<file path="config.mk">
export PLATFORM = sky130hd
export DESIGN_NAME = mio_loader
export DESIGN_NICKNAME = d
export VERILOG_FILES = /design/src/rtl/mio_loader_pkg.sv /design/src/rtl/inst_ram.sv /design/src/rtl/mio_loader.sv
export SDC_FILE = /design/constraint.sdc
export NUM_CORES = 2
export LEC_CHECK = 0
export CORE_UTILIZATION = 60
export CTS_BUF_LIST = sky130_fd_sc_hd__clkbuf_16
export DETAILED_ROUTE_END_ITERATION = 10
export PLACE_DENSITY = 0.77
export SETUP_SLACK_MARGIN = 0.1
export SLEW_MARGIN = 25
export SYNTH_ARGS = -nofsm -noshare
export SYNTH_HDL_FRONTEND = slang
export SYNTH_SLANG_ARGS = --single-unit
export TNS_END_PERCENT = 20
</file>
<file path="constraint.sdc">
create_clock -name clk -period 10.55 [get_ports clk]
set_input_delay 2.11 -clock clk [delete_from_list [all_inputs] [get_ports clk]]
set_output_delay 2.11 -clock clk [all_outputs]
set_load 0.02 [all_outputs]
</file>
<file path="src/rtl/mio_loader_pkg.sv">
// Shared types and sizing for the writable instruction memory and its loader.
package mio_loader_pkg;

    localparam int DEPTH = 128;
    localparam int AW = 7;
    localparam int CNT_ZERO_MEANS_MAX = 128;

    typedef enum logic [1:0] {
        IDLE,
        COUNT,
        DATA,
        CHECK
    } state_t;

endpackage

</file>
<file path="src/rtl/inst_ram.sv">
// DEPTH x 32 instruction array: one synchronous write port and two
// asynchronous read ports (fetch and data side).
module inst_ram
    import mio_loader_pkg::*;
#(
    parameter int RAM_DEPTH = DEPTH,
    parameter int RAM_AW = AW
) (
    input  logic              clk,
    input  logic              we,
    input  logic [RAM_AW-1:0] waddr,
    input  logic [31:0]       wdata,
    input  logic [RAM_AW-1:0] raddr_a,
    output logic [31:0]       rdata_a,
    input  logic [RAM_AW-1:0] raddr_b,
    output logic [31:0]       rdata_b
);

    // Contents survive clrn; the zero image is loaded at configuration.
    logic [31:0] mem [RAM_DEPTH] = '{default: '0};

    always_ff @(posedge clk) begin
        if (we) begin
            mem[waddr] <= wdata;
        end
    end

    assign rdata_a = mem[raddr_a];
    assign rdata_b = mem[raddr_b];

endmodule

</file>
<file path="src/rtl/mio_loader.sv">
// Framed byte-stream program loader in front of the instruction RAM;
// holds the CPU until a frame with a good checksum has been written.
module mio_loader
    import mio_loader_pkg::*;
#(
    parameter int DEPTH = mio_loader_pkg::DEPTH,
    parameter int AW = mio_loader_pkg::AW
) (
    input  logic        clk,
    input  logic        clrn,
    input  logic        start,
    input  logic [7:0]  rx_data,
    input  logic        rx_valid,
    output logic        rx_ready,
    input  logic [31:0] a,
    output logic [31:0] inst,
    input  logic [31:0] rom_a,
    output logic [31:0] d_f_rom,
    output logic        cpu_hold,
    output logic        busy,
    output logic        done,
    output logic        err,
    output logic [7:0]  words_loaded
);

    state_t        state;
    logic [1:0]    byte_cnt;
    logic [AW-1:0] addr;
    logic [7:0]    n_words;
    logic [7:0]    csum;
    logic [23:0]   shift;
    logic [7:0]    wl_q;
    logic          done_q;
    logic          err_q;
    logic          hold_q;

    logic          fire;
    logic          we;
    logic          last_word;
    logic [7:0]    cnt_n;
    logic          unused_addr_bits;

    assign rx_ready = (state != IDLE);
    assign busy = (state != IDLE);
    assign fire = rx_valid && rx_ready;

    // A start pulse overrides any byte presented in the same cycle.
    assign we = fire && !start && (state == DATA) && (byte_cnt == 2'd3);
    assign last_word = ((wl_q + 8'd1) == n_words);
    assign cnt_n = (rx_data == 8'd0) ? 8'(CNT_ZERO_MEANS_MAX) : rx_data;

    always_ff @(posedge clk or negedge clrn) begin
        if (!clrn) begin
            state <= IDLE;
            byte_cnt <= 2'd0;
            addr <= '0;
            n_words <= 8'd0;
            csum <= 8'd0;
            shift <= 24'd0;
            wl_q <= 8'd0;
            done_q <= 1'b0;
            err_q <= 1'b0;
            hold_q <= 1'b1;
        end else begin
            done_q <= 1'b0;
            if (start) begin
                state <= COUNT;
                byte_cnt <= 2'd0;
                addr <= '0;
                csum <= 8'd0;
                err_q <= 1'b0;
                hold_q <= 1'b1;
            end else if (fire) begin
                unique case (state)
                    COUNT: begin
                        n_words <= cnt_n;
                        csum <= rx_data;
                        addr <= '0;
                        wl_q <= 8'd0;
                        byte_cnt <= 2'd0;
                        state <= DATA;
                    end
                    DATA: begin
                        csum <= csum ^ rx_data;
                        shift <= {shift[15:0], rx_data};
                        byte_cnt <= byte_cnt + 2'd1;
                        if (byte_cnt == 2'd3) begin
                            addr <= addr + AW'(1);
                            wl_q <= wl_q + 8'd1;
                            if (last_word) begin
                                state <= CHECK;
                            end
                        end
                    end
                    CHECK: begin
                        err_q <= (rx_data != csum);
                        hold_q <= (rx_data != csum);
                        done_q <= 1'b1;
                        state <= IDLE;
                    end
                    default: begin
                    end
                endcase
            end
        end
    end

    assign cpu_hold = hold_q;
    assign done = done_q;
    assign err = err_q;
    assign words_loaded = wl_q;

    inst_ram #(
        .RAM_DEPTH(DEPTH),
        .RAM_AW(AW)
    ) u_ram (
        .clk(clk),
        .we(we),
        .waddr(addr),
        .wdata({shift, rx_data}),
        .raddr_a(a[AW+1:2]),
        .rdata_a(inst),
        .raddr_b(rom_a[AW+1:2]),
        .rdata_b(d_f_rom)
    );

    assign unused_addr_bits = ^{a[31:AW+2], a[1:0], rom_a[31:AW+2], rom_a[1:0]};

endmodule

</file>
Word-level counts from Yosys, hierarchy flattened --
Memories as Yosys holds them, arrays and structs flattened. Cells that the tools add are included.
Storage, ports and cells: register bits after elaboration 62, bits in writable memories 4096, output and inout bits 77, memories kept 1
Memories:
- u_ram.mem | depth 128, bits a word 32, read ports 2, clocked after memory_dff 0, wr ports 1, line inst_ram.sv:20 | logic [31:0] mem [RAM_DEPTH] = '{default: '0};
Operators by class: add/subtract/negate cells 3, equal/unequal tests 9, muxes and demuxes 27, bitwise gates (word level) 2, reduce and logical (&&, ||, !) cells 19
Operator list (count):
- 8-bit 2-to-1 mux | 4
- 8-bit one-hot mux with 2 select lines | 2
- 7-bit 2-to-1 mux | 3
- 7-bit one-hot mux with 2 select lines | 1
- 2-bit 2-to-1 mux | 6
- 1-bit 2-to-1 mux | 9
- 3-bit AND reduction | 3
- 8-bit by 1-bit adder with 8-bit output, second input constant | 1
- 8-bit equality test | 1
- 8-bit logical NOT | 1
- 8-bit != test | 1
- 4-bit AND reduction | 2
- 2-bit nonzero test | 4
- 8-bit bitwise XOR | 1
- 7-bit by 1-bit adder with 7-bit output, second input constant | 1
- 2-bit equality test, second input constant | 3
- 2-bit one-hot mux with 3 select lines | 1
- 1-bit logical AND | 4
- 2-bit one-hot mux with 2 select lines | 1
- 2-bit AND reduction | 2
- 4-bit nonzero test | 1
- 3-bit by 2-bit != test with 1-bit output, second input constant | 1
- 3-bit != test, second input constant | 1
- 3-bit nonzero test | 1
- other kinds (5) | 5

Depth between registers and ports, before layout --
word-level depth 7, depth in mapped cells 8, mapped depth without buffers 6

By module --
Synthesis repeated with hierarchy kept, for this count alone.
Second synthesis, totals: cell total of the unflattened synthesis 7948, area, all modules 190700.4 um^2
By module, submodules not included:
- inst_ram | times used 1, cells an instance 7637, area each 187484.8 um^2, sequential area each 122998.0 um^2
- mio_loader | times used 1, cells an instance 311, area each 3215.6 um^2, sequential area each 1552.7 um^2

Least setup slack after synthesis --
OpenSTA, ideal clock, no wires.
path type input -> output, start in rom_a[2], end out d_f_rom[10], data arrival time 4814 ps, path slack 3626 ps, stages 7, buffers on the path 3, path through clkbuf_1 > buf_2 > clkbuf_1 > mux4_2 > mux4_2 > mux4_2 > mux2_2
On the way: cells in the longest elaborated chain, start to end 1
RTL lines:
- start, declared | line mio_loader.sv:17 | input logic [31:0] rom_a,
- memory 128 x 32 bit
- end, declared | line mio_loader.sv:18 | output logic [31:0] d_f_rom,
No other way between the ends.

Worst setup path in the final report --
start in a[2], end out inst[26]
On the way: cells in the longest elaborated chain, start to end 1
RTL lines:
- start, declared | line mio_loader.sv:15 | input logic [31:0] a,
- memory 128 x 32 bit
- end, declared | line mio_loader.sv:16 | output logic [31:0] inst,
No other way between the ends.

==> results by group <==
Logic synthesis
  – Synth Warn #: 0
  – Cell count after synthesis: 7,929
  – Yosys reg bits: 4,158
  – Synth area leader: edfxtp_1
  – Synthesized Nets: 8,008
  – Synth Area per Inst: 24.03 sq um
  – Most used DFF post-synth: edfxtp_1
  – Ys async rst share: 1.491%
  – Post-Syn Area: 190,500 sq um
  – Synth unique cells: 42
  – Number of synthesized flops with an enable pin: 4,096
  – Area share of the largest cell type after synthesis: 64.56%
  – Synth area leaders: edfxtp_1, mux4_2, dfrtp_1, clkbuf_1, mux2_2
  – Post-synthesis sequential area ratio: 65.37%

Floorplan
  – DIE WIDTH: 565.5 um
  – Area of the die: 319,800 sq um
  – Die Ht: 565.5 um
  – Ports: 153
  – Initial Utilization: 60.39%
  – Core area: 315,500 sq um
  – Cell row count: 206

Pwr
  – P_sw: 8.724 mW
  – Power share of the combinational group: 8.9%
  – Pwr Density: 175.4 nW/um^2
  – Sw frac: 23.37%
  – Sequential share of power: 50.8%
  – Cell internal pwr: 28.61 mW
  – Maximum VDD drop: 0.0001837 V
  – Clock power frac: 40.2%
  – LEAKAGE: 67.06 nW

Place
  – DPL Wire Length: 325.3 mm
  – Port bufs: 102
  – Dpl cells: 11,910
  – Placer Congestion: 0.8578

Critical path
  – Setup CP Type: input pin to primary output
  – Crit end category: primary output
  – Crit path launch type: input pin
  – Required time worst endpoint: 8440 ps
  – Critical path arrival: 6380 ps
  – R2R setup slack: 5060 ps
  – Worst Path Max Fanout: 70

Run
  – Max-Cap Viols: 0

Clock tree
  – CTS tree: done
  – CTS H-tree depth: 5
  – CTS Buf Count: 416
  – Post-CTS Setup Inserts: 0
  – CTS Sinks: 4,158
  – Clock slew at reported path FFs: 60 ps
  – Clk Tree Root Cell: clkbuf_16
  – Worst-Skew Late Latency: 990 ps
  – Clock tree buffer depth: 4
  – Post-CTS resize count: 0
  – Hold_buf cts: 0

Final layout
  – Nets: 8,248
  – Share of cells above drive strength 1: 46.09%
  – Area Growth Syn to Fin: 11.74%
  – Non-Filler Instances: 12,700

Routing
  – DR vias: 103,100
  – Drc violations: 0
  – Routed Antenna Nets: 0
  – Routed WL: 578.4 mm
  – DRT iter0 DRCs: 17,600
  – Routed len/inst: 45.53 um
  – DR pass1 iterations: 8
  – Vias per cell: 8.116

Global route
  – Vias in the first global route: 104,000
  – Total global routing overflow: 0
  – Total GRT Usage: 36.74%
  – First-pass GRT wire length: 805.5 mm
  – Initial antenna violation count: 39
  – Largest net degree at the start of global routing: 121

Hold path
  – Tightest Hold Check Type: register to register

Timing
  – Tmin final: 8490 ps
  – Worst Max-Slew Pin Slew: 1185 ps
  – Fmax: 117.8 MHz
  – # setup viols final: 0
  – Pins Over Slew Limit: 0
  – RSZ-0062 raised after global routing: no
  – Post-route clock period utilization: 80.47%
  – Max-slew headroom: 20.78%
  – Final TNS setup: 0 ps
  – Final Hold Viols: 0
  – Worst Skew: 42.38 ps

Outcome
  – Outcome: finished clean
-- path summary, 6_finish.rpt --
check / cells after the start / startpoint / to
min reg2reg: 1 / n_words[2]$_DFFE_PN0P_ / n_words[2]$_DFFE_PN0P_
max: 7 / a[2] / inst[26]
min in group asynchronous: 1 / clrn / words_loaded[6]$_DFFE_PN0P_
max in group asynchronous: 1 / clrn / shift[1]$_DFFE_PN0P_
max reg2reg: 7 / state[0]$_DFFE_PN0P_ / u_ram.mem[52][20]$_DFFE_PP_
min: 1 / n_words[2]$_DFFE_PN0P_ / n_words[2]$_DFFE_PN0P_
-- final cells by class --
cell class              instances  area (sq um)
fillers                     18630        102600
clock buffers                 422         10560
flip-flops and latches       4158        124600
clock inverters               345          3112
inverters                      11         41.29
diodes                         26         65.06
multi-input cells            3128         64340
repair buffers                454          4936
well taps                    4160          5205
-- layout by cell type, fill, tap and decap left out, drive strengths merged, types with 24 or more instances in the layout --
cell type	Yosys	layout
buf	251	375
dfrtp	61	61
nor2	160	160
diode	0	26
clkinv	0	187
nand2	42	42
o21ai	24	24
mux2	96	96
clkbuf	381	422
inv	11	96
mux4	2688	2688
edfxtp	4096	4096
bufinv	0	51
clkdlybuf4s50	0	79
-- state kept, by name, summed over array words and instances (netlist names) --
register / count
addr: 7
byte_cnt: 2
cpu_hold: 1
csum: 8
done: 1
err: 1
n_words: 8
shift: 24
state: 2
u_ram.mem: 4096
words_loaded: 8
-- cells by family (layout without fill, tap and decap cells) --
family | after synthesis | count (layout) | synth area share (%)
DFF | 4158 | 4158 | 65.37
other | 0 | 26 | 0
xor gates and xnor gates | 22 | 22 | 0.1011
AOI/OAI and AO/OA | 78 | 78 | 0.2594
muxes | 2784 | 2784 | 32.34
buffers and inverters | 643 | 1232 | 1.389
adders and majority gates | 3 | 3 | 0.01970
and+or+nand+nor | 241 | 241 | 0.5188
-- critical path: stages --
cell and delay [ps]:
buf_16 520, buf_4 690, mux4_2 600, mux4_2 600
mux4_2 590, mux2_2 460, clkdlybuf4s50_1 600
-- per-layer routing --
layer	track usage [%]	routed length [um]
met1	47.21	181300
met2	56.58	275000
met3	10.68	80570
met4	21.78	41400
met5	0	83
-- synthesized netlist by cell type (4+ instances only) --
| library cell | count |
|---|---|
| o31ai_1 | 4 |
| mux2_2 | 96 |
| nor2b_1 | 6 |
| nand3_1 | 12 |
| clkbuf_1 | 381 |
| nand2_1 | 42 |
| inv_1 | 11 |
| dfrtp_1 | 61 |
| edfxtp_1 | 4096 |
| mux4_2 | 2688 |
| nand2b_1 | 4 |
| buf_2 | 117 |
| o211ai_1 | 4 |
| nor2_1 | 160 |
| o22ai_1 | 8 |
| xnor2_1 | 12 |
| a2111oi_0 | 8 |
| a21oi_1 | 13 |
| buf_1 | 113 |
| xor2_1 | 10 |
| o21ai_0 | 24 |
| a31oi_1 | 4 |
| buf_4 | 19 |
-- power by group through the flow --
stage | Sequential, mW | Clock, mW | Combinational, mW
after floorplan | 19.6 | 0 | 1.73
after global placement | 19.3 | 0 | 3.13
after detailed placement | 19.3 | 0 | 3.24
after CTS | 19.0 | 15.1 | 3.26
after global routing | 19.0 | 15.6 | 3.43
final | 19.0 | 15.0 | 3.34
-- per-stage QoR --
step	area (sq um)	hold WS, ps	total power, mW	setup WS, ps	utilization [%]
6_report	212900	531.1	37.34	2060	67.48
5_1_grt	212900	549.3	38.03	1915	67.48
4_1_cts	212700	529.6	37.29	2148	67.42
3_5_place_dp	199000	517.5	22.57	2112	63.09
3_3_place_gp	198600	510.6	22.45	2157	62.94
2_1_floorplan	190500	495.5	21.29	3626	-
(Power assumes the default switching activity.)
